==> src/rtl/tmds_decoder.sv <==
// -----------------------------------------------------------------------------
// tmds_decoder
//
// Per-channel TMDS receive decoder and word aligner for the DVI input path.
// Takes the 10-bit word delivered each pixel clock by an external 1:10
// deserializer and drives that deserializer's bitslip until runs of control
// tokens during blanking show that words are correctly framed. Once framed,
// every word is decoded to an 8-bit pixel byte or a 2-bit control code and
// lock is reported.
//
// Parameters:
//   CTRL_RUN       consecutive control tokens that prove alignment
//   SEARCH_TIMEOUT cycles without a qualifying run before a slip (searching)
//                  or before lock is dropped (locked); must exceed one line
//   SLIP_WAIT      settle cycles after each bitslip pulse
//
// Ports:
//   clk_i      in   1  pixel clock (deserializer CLKDIV)
//   rst_i      in   1  asynchronous active-high reset
//   raw_i      in  10  deserialized word, raw_i[0] is first on the wire
//   bitslip_o  out  1  one-cycle bitslip request to the deserializer
//   lock_o     out  1  word alignment established
//   data_o     out  8  decoded pixel byte
//   ctrl_o     out  2  decoded control bits {c1,c0}
//   de_o       out  1  data enable (word is not a control token)
//
// All outputs are registered; decode latency is one clock. While not locked,
// data_o, ctrl_o and de_o are held at zero.
// -----------------------------------------------------------------------------
module tmds_decoder #(
    parameter int CTRL_RUN       = 32,
    parameter int SEARCH_TIMEOUT = 4096,
    parameter int SLIP_WAIT      = 8
) (
    input  logic       clk_i,
    input  logic       rst_i,
    input  logic [9:0] raw_i,
    output logic       bitslip_o,
    output logic       lock_o,
    output logic [7:0] data_o,
    output logic [1:0] ctrl_o,
    output logic       de_o
);

    localparam int RUN_W  = $clog2(CTRL_RUN + 1);
    localparam int TO_W   = $clog2(SEARCH_TIMEOUT + 1);
    localparam int WAIT_W = $clog2(SLIP_WAIT + 1);

    localparam logic [RUN_W-1:0]  RUN_MAX   = RUN_W'(CTRL_RUN);
    localparam logic [TO_W-1:0]   TO_LAST   = TO_W'(SEARCH_TIMEOUT - 1);
    localparam logic [WAIT_W-1:0] WAIT_LAST = WAIT_W'(SLIP_WAIT - 1);

    typedef enum logic [1:0] {
        ST_SEARCH = 2'd0,
        ST_SLIP   = 2'd1,
        ST_WAIT   = 2'd2,
        ST_LOCKED = 2'd3
    } state_t;

    // Returns {is_token, c1, c0}; anything that is not one of the four DVI
    // control tokens is treated as pixel data.
    function automatic logic [2:0] token_match(input logic [9:0] raw);
        logic [2:0] res;
        case (raw)
            10'b1101010100: res = 3'b100;
            10'b0010101011: res = 3'b101;
            10'b0101010100: res = 3'b110;
            10'b1010101011: res = 3'b111;
            default:        res = 3'b000;
        endcase
        return res;
    endfunction

    // TMDS data decode: undo the optional inversion (bit 9), then undo the
    // XOR/XNOR transition chain selected by bit 8.
    function automatic logic [7:0] tmds_decode(input logic [9:0] raw);
        logic [7:0] m;
        logic [7:0] d;
        m    = raw[9] ? ~raw[7:0] : raw[7:0];
        d[0] = m[0];
        for (int i = 1; i < 8; i++) begin
            d[i] = raw[8] ? (m[i] ^ m[i-1]) : ~(m[i] ^ m[i-1]);
        end
        return d;
    endfunction

    state_t              state_r;
    state_t              state_s;
    logic [RUN_W-1:0]    run_r;
    logic [RUN_W-1:0]    run_s;
    logic [RUN_W-1:0]    run_step_s;
    logic [TO_W-1:0]     to_r;
    logic [TO_W-1:0]     to_s;
    logic [WAIT_W-1:0]   wait_r;
    logic [WAIT_W-1:0]   wait_s;

    logic [2:0]          tok_match_s;
    logic                is_tok_s;
    logic [1:0]          tok_ctrl_s;
    logic [7:0]          dec_data_s;

    logic                bitslip_r;
    logic                lock_r;
    logic [7:0]          data_r;
    logic [1:0]          ctrl_r;
    logic                de_r;
    logic                bitslip_s;
    logic                lock_s;
    logic [7:0]          data_s;
    logic [1:0]          ctrl_s;
    logic                de_s;

    assign tok_match_s = token_match(raw_i);
    assign is_tok_s    = tok_match_s[2];
    assign tok_ctrl_s  = tok_match_s[1:0];
    assign dec_data_s  = tmds_decode(raw_i);

    // Run length of consecutive control tokens including the current word,
    // saturating so a long blanking interval keeps reporting a full run.
    always_comb begin
        run_step_s = '0;
        if (is_tok_s) begin
            if (run_r == RUN_MAX) begin
                run_step_s = RUN_MAX;
            end else begin
                run_step_s = run_r + RUN_W'(1);
            end
        end else begin
            run_step_s = '0;
        end
    end

    // Alignment FSM next-state and counter updates.
    always_comb begin
        state_s = state_r;
        run_s   = run_r;
        to_s    = to_r;
        wait_s  = wait_r;
        case (state_r)
            ST_SEARCH: begin
                run_s = run_step_s;
                // A completed run takes priority over a coincident timeout.
                if (run_step_s == RUN_MAX) begin
                    state_s = ST_LOCKED;
                    to_s    = '0;
                end else if (to_r == TO_LAST) begin
                    state_s = ST_SLIP;
                    run_s   = '0;
                    to_s    = '0;
                end else begin
                    to_s = to_r + TO_W'(1);
                end
            end
            ST_SLIP: begin
                state_s = ST_WAIT;
                run_s   = '0;
                to_s    = '0;
                wait_s  = '0;
            end
            ST_WAIT: begin
                // raw_i is ignored here: the deserializer output is still
                // settling after the slip.
                if (wait_r == WAIT_LAST) begin
                    state_s = ST_SEARCH;
                    run_s   = '0;
                    to_s    = '0;
                    wait_s  = '0;
                end else begin
                    wait_s = wait_r + WAIT_W'(1);
                end
            end
            ST_LOCKED: begin
                run_s = run_step_s;
                // Any cycle that still shows a full run restarts the
                // watchdog; otherwise drop lock quietly after the timeout
                // (no slip, the framing was good).
                if (run_r == RUN_MAX) begin
                    to_s = '0;
                end else if (to_r == TO_LAST) begin
                    state_s = ST_SEARCH;
                    run_s   = '0;
                    to_s    = '0;
                end else begin
                    to_s = to_r + TO_W'(1);
                end
            end
            default: begin
                state_s = ST_SEARCH;
                run_s   = '0;
                to_s    = '0;
                wait_s  = '0;
            end
        endcase
    end

    // Output values for the coming cycle. They follow the next state so that
    // the word completing the run is the first ungated one, and lock loss
    // gates outputs on the same edge that lock_o falls.
    always_comb begin
        bitslip_s = 1'b0;
        lock_s    = 1'b0;
        data_s    = 8'h00;
        ctrl_s    = 2'b00;
        de_s      = 1'b0;
        if (state_s == ST_LOCKED) begin
            lock_s = 1'b1;
            if (is_tok_s) begin
                ctrl_s = tok_ctrl_s;
            end else begin
                de_s   = 1'b1;
                data_s = dec_data_s;
                ctrl_s = ctrl_r;
            end
        end else begin
            bitslip_s = (state_s == ST_SLIP);
        end
    end

    // FSM state and counter registers.
    always_ff @(posedge clk_i or posedge rst_i) begin
        if (rst_i) begin
            state_r <= ST_SEARCH;
            run_r   <= '0;
            to_r    <= '0;
            wait_r  <= '0;
        end else begin
            state_r <= state_s;
            run_r   <= run_s;
            to_r    <= to_s;
            wait_r  <= wait_s;
        end
    end

    // Registered outputs.
    always_ff @(posedge clk_i or posedge rst_i) begin
        if (rst_i) begin
            bitslip_r <= 1'b0;
            lock_r    <= 1'b0;
            data_r    <= 8'h00;
            ctrl_r    <= 2'b00;
            de_r      <= 1'b0;
        end else begin
            bitslip_r <= bitslip_s;
            lock_r    <= lock_s;
            data_r    <= data_s;
            ctrl_r    <= ctrl_s;
            de_r      <= de_s;
        end
    end

    assign bitslip_o = bitslip_r;
    assign lock_o    = lock_r;
    assign data_o    = data_r;
    assign ctrl_o    = ctrl_r;
    assign de_o      = de_r;

endmodule

==> config.mk <==
export PLATFORM = sky130hd
export DESIGN_NAME = tmds_decoder
export DESIGN_NICKNAME = d
export VERILOG_FILES = /design/src/rtl/tmds_decoder.sv
export SDC_FILE = /design/constraint.sdc
export NUM_CORES = 1
export LEC_CHECK = 0
export CAP_MARGIN = 30
export CORE_MARGIN = 1
export CORE_UTILIZATION = 50
export DETAILED_ROUTE_END_ITERATION = 6
export GPL_TIMING_DRIVEN = 0
export PLACE_DENSITY = 0.77
export SLEW_MARGIN = 30
export SYNTH_ARGS = -nofsm -noshare
export SYNTH_HDL_FRONTEND = slang
export SYNTH_SLANG_ARGS = --single-unit
==> constraint.sdc <==
create_clock -name clk_i -period 2.6 [get_ports clk_i]
set_input_delay 0.78 -clock clk_i [delete_from_list [all_inputs] [get_ports clk_i]]
set_output_delay 0.78 -clock clk_i [all_outputs]
set_load 0.005 [all_outputs]
==> run metrics, run 1 <==
outcome=completed; Mean Syn Cell Area=9.69 sq um; final clock skew=0.00906 ns; FFs w/ async S/R, synth=100%; Worst Tran Pin Value=0.555 ns; CTS Buf Count=5; post-layout min period=2.51 ns; Netlist cell types=56; Net Switching=259 uW; vias per inst=5.82; RD Place Congestion=0.841; synthesis-to-finish area growth=22.0%; Clock Sinks=38; top cells by count, synth=dfrtp_1 (38), nand2_1 (33), inv_1 (20); sequential cell area=951 sq um; Power per Cell Area=370 mW/mm^2; setup_tns=0 ns; R2R depth=9; cell taking the most area after synthesis=dfrtp_1; Die ar.=0.00515 sq mm; Fin. Hold Viols=0; total track usage=21.3%; critical path endpoint category=flip-flop; sequential share of power=53.8%; CTS tree=yes; HP Class=flip-flop to flip-flop; clk_lat worst skew=0.30 ns; leak pwr=1.27 nW; largest fanout on the critical path=10; pre-CTS setup slack=-0.572 ns; crit path capture=data_o[2]$_DFF_PP0_; r2r setup slk=0.27 ns; vias in the first global route=1,897; drt pass-1 iters=5; share of cells above drive strength 1=18.0%; Starting Density=51.8%; # diodes=0; Max Fclk=0.398 GHz; post-synthesis sequential area ratio=39.1%; Comb power frac=7.1%; Worst R2R Start=wait_r[0]$_DFFE_PP0P_; Multi-input gate area=0.00137 sq mm; antenna violations before repair=0; DRC violations left=0; relative slew slack=63.0%; Root Buffer Master=clkbuf_8; Synth Warn #=0; period utilisation layout=96.7%; Peak VDD IR=0.256 mV; Routed Antenna Nets=0; largest net degree at the start of global routing=22; syn nets=279; Worst Setup SP=raw_i[2]; Pwr Total=1.10 mW; Worst Hold Margin=0.496 ns; Port Buf Inserts=23; clock slew at reported path FFs=0.08 ns; die height=71.7 microns; Startpoint Class=input pin; row count=25; H-tree levels=2; post-route setup slack=0.0858 ns; HPWL after detailed placement=3620 microns; Internal=840 uW; post-synth top area share=39.1%; Yosys reg bits=38; Net Sw Frac=23.5%; Post-CTS Hold Buffers=0; clock buffer depth=2; Mapped Area=0.00243 sq mm; Avg WL per Cell=14.7 microns; worst reg2reg endpoint=ctrl_o[1]$_DFFE_PP0P_; Area contributors post-synth=dfrtp_1 (39%), ha_1 (8.2%), nand2_1 (5.1%); Area after DPL=0.00276 sq mm; critical path class=input pin to flip-flop; via count=1,995; unrepaired setup endpoints after global routing=no; Fillers=363; GR Overflow Total=0; IO Pins=25; DR iter-0 viols=114; Clock Power Share=39.1%; Post-synth top flop=dfrtp_1; core area=0.00469 sq mm; cell with the most instances after synthesis=dfrtp_1; worst path required time=2.81 ns; EDFF count, synth=0; cells after synthesis=251; Final setup viols=0; Worst EP arrival=2.72 ns; Die Span X=71.7 microns; Nets=316; Max Cap Viol=0; routed wire length=5030 microns; final slew viol count=0; Finished Cell Area=0.00297 sq mm; first-pass GRT wire length=8500 microns
power by group through the flow:
| stage | Sequential, mW | Clock, mW | Combinational, mW |
|---|---|---|---|
| finish | 0.591 | 0.430 | 0.0780 |
| floorplan | 0.602 | 0 | 0.0460 |
| global route | 0.591 | 0.462 | 0.0869 |
| global placement | 0.602 | 0 | 0.0732 |
| detailed placement | 0.602 | 0 | 0.0798 |
| CTS | 0.591 | 0.441 | 0.0774 |
placed cells by master, fill, tap and decap left out, drive strengths merged, types with 8 or more instances in the layout:
master,instances
xnor2,13
buf,16
dfrtp,38
inv,21
nor4,11
nor2,14
o21ai,13
ha,16
nand3,12
clkbuf,8
clkdlybuf4s50,15
nor3,9
nand2,33
worst max-delay path, stage by stage:
cell and delay (ns):
clkdlybuf4s15_1 0.22, inv_1 0.09, ha_2 0.16, nand2_1 0.04
and4bb_2 0.32, or2_4 0.15, buf_12 0.10, o2111ai_4 0.13
and3_4 0.19, buf_6 0.13, buf_8 0.14, nor4_2 0.25
repair_timing:
action	in CTS	in global routing
endpoints found under the setup margin	23	17
cloned	1	0
pin swaps	5	4
hold endpoints to repair	0	0
gates resized for setup	15	7
buffers inserted	5	0
flip-flops by register name, indices dropped and copies added (netlist names):
signal / flops
data_o: 8
de_o: 1
ctrl_o: 2
bitslip_o: 1
lock_o: 1
state_r: 2
wait_r: 4
to_r: 13
run_r: 6
metrics by stage:
stage / std cells / util, %
floorplan: 251 / -
global placement: 328 / 58.2
detailed placement: 329 / 58.8
CTS: 343 / 62.5
global route: 343 / 63.3
finish: 343 / 63.3
final cells by class:
cell class / count / share of cell area [%]
flip-flops and latches: 38 / 32.0
multi-input cells: 181 / 46.2
clock buffers: 6 / 2.78
well taps: 54 / 2.28
inverters: 21 / 2.66
repair buffers: 30 / 10.5
clock inverters: 2 / 0.422
plain buffers: 11 / 3.12
cells by family (layout without fill, tap and decap cells):
| logic type | Yosys count | after routing | synth area share [%] |
|---|---|---|---|
| AO/OA/AOI/OAI | 46 | 46 | 14.6 |
| XOR/XNOR | 14 | 14 | 5.81 |
| adder cells (fa/ha/maj) | 16 | 16 | 8.23 |
| buffers and inverters | 32 | 70 | 6.74 |
| flip-flops | 38 | 38 | 39.1 |
| multiplexers | 1 | 1 | 0.412 |
| AND/OR/NAND/NOR | 104 | 104 | 25.2 |
how the worst min path moves through the flow:
stage	startpoint	endpoint	slack, ns	depth (start not counted)
2_1_floorplan	wait_r[3]$_DFFE_PP0P_	wait_r[3]$_DFFE_PP0P_	0.44	1
3_3_place_gp	to_r[12]$_DFFE_PP0P_	to_r[12]$_DFFE_PP0P_	0.47	1
3_5_place_dp	wait_r[3]$_DFFE_PP0P_	wait_r[3]$_DFFE_PP0P_	0.47	1
4_1_cts	wait_r[3]$_DFFE_PP0P_	wait_r[3]$_DFFE_PP0P_	0.49	1
5_1_grt	wait_r[3]$_DFFE_PP0P_	wait_r[3]$_DFFE_PP0P_	0.52	1
6_report	wait_r[3]$_DFFE_PP0P_	wait_r[3]$_DFFE_PP0P_	0.50	1
routing by layer:
| layer | vias to the layer above | wire length, microns | global-route usage [%] |
|---|---|---|---|
| li1 | 968 | - | - |
| met1 | 969 | 2280 | 27.7 |
| met2 | 52 | 2460 | 34.2 |
| met3 | 6 | 216 | 3.80 |
| met4 | 0 | 74 | 10.9 |
| met5 | - | 0 | 0 |
(Power assumes the default switching activity.)
==> run 2, diff against run 1 <==
--- a/config.mk
+++ b/config.mk
@@ -6,10 +6,11 @@
 export NUM_CORES = 1
 export LEC_CHECK = 0
 export CAP_MARGIN = 30
-export CORE_MARGIN = 1
+export CORE_MARGIN = 5
 export CORE_UTILIZATION = 50
 export DETAILED_ROUTE_END_ITERATION = 6
 export GPL_TIMING_DRIVEN = 0
+export MAX_ROUTING_LAYER = met4
 export PLACE_DENSITY = 0.77
 export SLEW_MARGIN = 30
 export SYNTH_ARGS = -nofsm -noshare
==> run 2 against run 1 <==
Compared with the run above:
- cell count rose by 3.5%
- design area rose by 0.13%
- register-to-register slack got worse by 0.10 ns
- power fell by 2.0%
- setup slack improved by 0.065 ns
- sequential power barely moved
- non-clock buffer count rose by 1
==> run metrics, run 2 (synthesis results as in run 1) <==
Worst Setup SP=raw_i[6]; Starting Density=51.5% (-0.34 points); clock slew at reported path FFs=0.07 ns (about the same); final slew viol count=0 (unchanged); Root Buffer Master=clkbuf_8; most frequent CP cell=and3_4; antenna violations before repair=0 (unchanged); IO Pins=25 (unchanged); crit path capture=to_r[6]$_DFFE_PP0P_; outcome=completed; RD Place Congestion=0.833 (-1.0%); Peak VDD IR=0.235 mV (-8.4%); Clock Sinks=38 (unchanged); critical path class=input pin to flip-flop; Post-CTS Hold Buffers=0 (unchanged); drt pass-1 iters=4 (-1); Worst R2R Start=to_r[0]$_DFFE_PP0P_; setup_tns=0 ns (unchanged); relative slew slack=58.0% (-5.0 points); Worst path top cell family by delay=compound AO/OA/AOI/OAI gates; post-layout min period=2.45 ns (-0.0648 ns); worst path required time=2.83 ns (+0.02 ns); HPWL after detailed placement=3650 microns (+0.85%); r2r setup slk=0.17 ns (-0.10 ns); Max Cap Viol=0 (unchanged); critical path endpoint category=flip-flop; Startpoint Class=input pin; period utilisation layout=94.2% (-2.5 points); CP Buf/Inv Count=2 (-3); synthesis-to-finish area growth=22.2%; DRC violations left=0 (unchanged); H-tree levels=2 (unchanged); clock buffer depth=2 (unchanged); DR iter-0 viols=93 (-18%); total track usage=19.0% (-2.3 points); GR Overflow Total=0 (unchanged); vias in the first global route=1,998 (+5.3%); Worst path max stage delay=0.29 ns (-0.03 ns); HP Class=flip-flop to flip-flop; first-pass GRT wire length=9150 microns (+7.6%); # diodes=0 (unchanged); post-route setup slack=0.151 ns (+0.0648 ns); Port Buf Inserts=23 (unchanged); routed wire length=5150 microns (+2.5%); CP Cell Sequence=dlygate4sd2_1 > ha_1 > and3_4 > and3_4 > or2_4 > buf_8 > o2111a_2 > o31ai_1 > a22o_1; largest fanout on the critical path=6 (-4); R2R depth=9 (unchanged); largest reg by FF count=to_r; Hold Startpoint=to_r[12]$_DFFE_PP0P_; largest net degree at the start of global routing=22 (unchanged); pre-CTS setup slack=-0.546 ns (+0.0261 ns); Power per Cell Area=362 mW/mm^2 (-2.1%); core area=0.00472 sq mm (+0.67%); Avg WL per Cell=14.5 microns (-1.0%); final clock skew=0.00708 ns (-0.00197 ns); Layout Utilization=62.9% (-0.34 points); vias per inst=5.58 (-4.1%); share of cells above drive strength 1=17.7% (-0.28 points); Worst Tran Pin Value=0.622 ns (+0.0669 ns); CTS tree=yes; most frequent cells in the layout=dfrtp_1 (38), nand2_1 (32), inv_1 (19); Fin. Hold Viols=0 (unchanged); critical path depth in cells=9 (-3); leak pwr=1.28 nW (+0.41%); Worst EP arrival=2.68 ns (-0.04 ns); Max Fclk=0.408 GHz (+2.6%); slowest stage cell, crit path=o31ai_1; CTS Buf Count=5 (unchanged); Die Span X=79.7 microns (+11%); row count=25 (unchanged); Die ar.=0.00636 sq mm (+24%); Final setup viols=0 (unchanged); Largest register FFs=13 (unchanged); clk_lat worst skew=0.30 ns (about the same); die height=79.7 microns (+11%); via count=1,981 (-0.70%); Nets=317 (+0.32%); worst reg2reg endpoint=data_o[6]$_DFF_PP0_; Fillers=391 (+7.7%); commonest non-fill, non-tap cell in the layout=dfrtp_1; Routed Antenna Nets=0 (unchanged)
## run 2: how the worst min path moves through the flow
stage                                  to  cells past startpoint
finish               to_r[12]$_DFFE_PP0P_                      1
floorplan           wait_r[3]$_DFFE_PP0P_                      1
global route         to_r[12]$_DFFE_PP0P_                      1
global placement     to_r[12]$_DFFE_PP0P_                      1
detailed placement   to_r[12]$_DFFE_PP0P_                      1
CTS                  to_r[12]$_DFFE_PP0P_                      1
## run 2: stage by stage
stage / power, mW / cells / hold slack, ns / area [sq um]
finish: 1.08 / 355 / 0.484 / 2970
global route: 1.12 / 355 / 0.523 / 2970
CTS: 1.08 / 353 / 0.486 / 2940
detailed placement: 0.682 / 342 / 0.470 / 2770
global placement: 0.675 / 341 / 0.469 / 2750
floorplan: 0.648 / 251 / 0.443 / 2430
## run 2: power breakdown
part,internal [mW],leakage [nW],total [mW],switching (mW)
combinational,0.0359,0.714,0.0775,0.0416
sequential,0.591,0.521,0.591,0.0000739
clock,0.205,0.0431,0.408,0.204
total,0.831,1.28,1.08,0.245
## run 2: layout make-up
type                            instances  area, sq um  share of cell area (%)
Clock buffer                            6         82.6                    2.78
Inverter                               21         78.8                    2.65
Sequential cell                        38          951                    32.0
Buffer                                 11         88.8                    2.99
Multi-Input combinational cell        181         1370                    46.0
Tap cell                               67         83.8                    2.82
Timing Repair Buffer                   31          320                    10.8
## run 2: worst reg2reg max path: stages (launching register included)
cell     delay, ns
dfrtp_1       0.41
ha_1          0.27
nand4_1       0.25
nor4_4        0.07
buf_4         0.14
and3_1        0.17
o41ai_1       0.52
nor2_4        0.11
buf_6         0.17
nor4_2        0.21
## run 2: layer usage
layer	up-vias	wire (microns)	track usage (%)
li1	966	-	-
met1	963	2330	23.6
met2	46	2560	30.7
met3	6	214	3.95
met4	0	48	6.76
met5	-	0	-
## run 2: repair_timing
action / CTS / global route
pin swaps: 3 / 1
gates resized for setup: 16 / 3
hold endpoints to repair: 0 / 0
endpoints found under the setup margin: 23 / 15
cloned: 1 / 0
setup buffers: 4 / 2
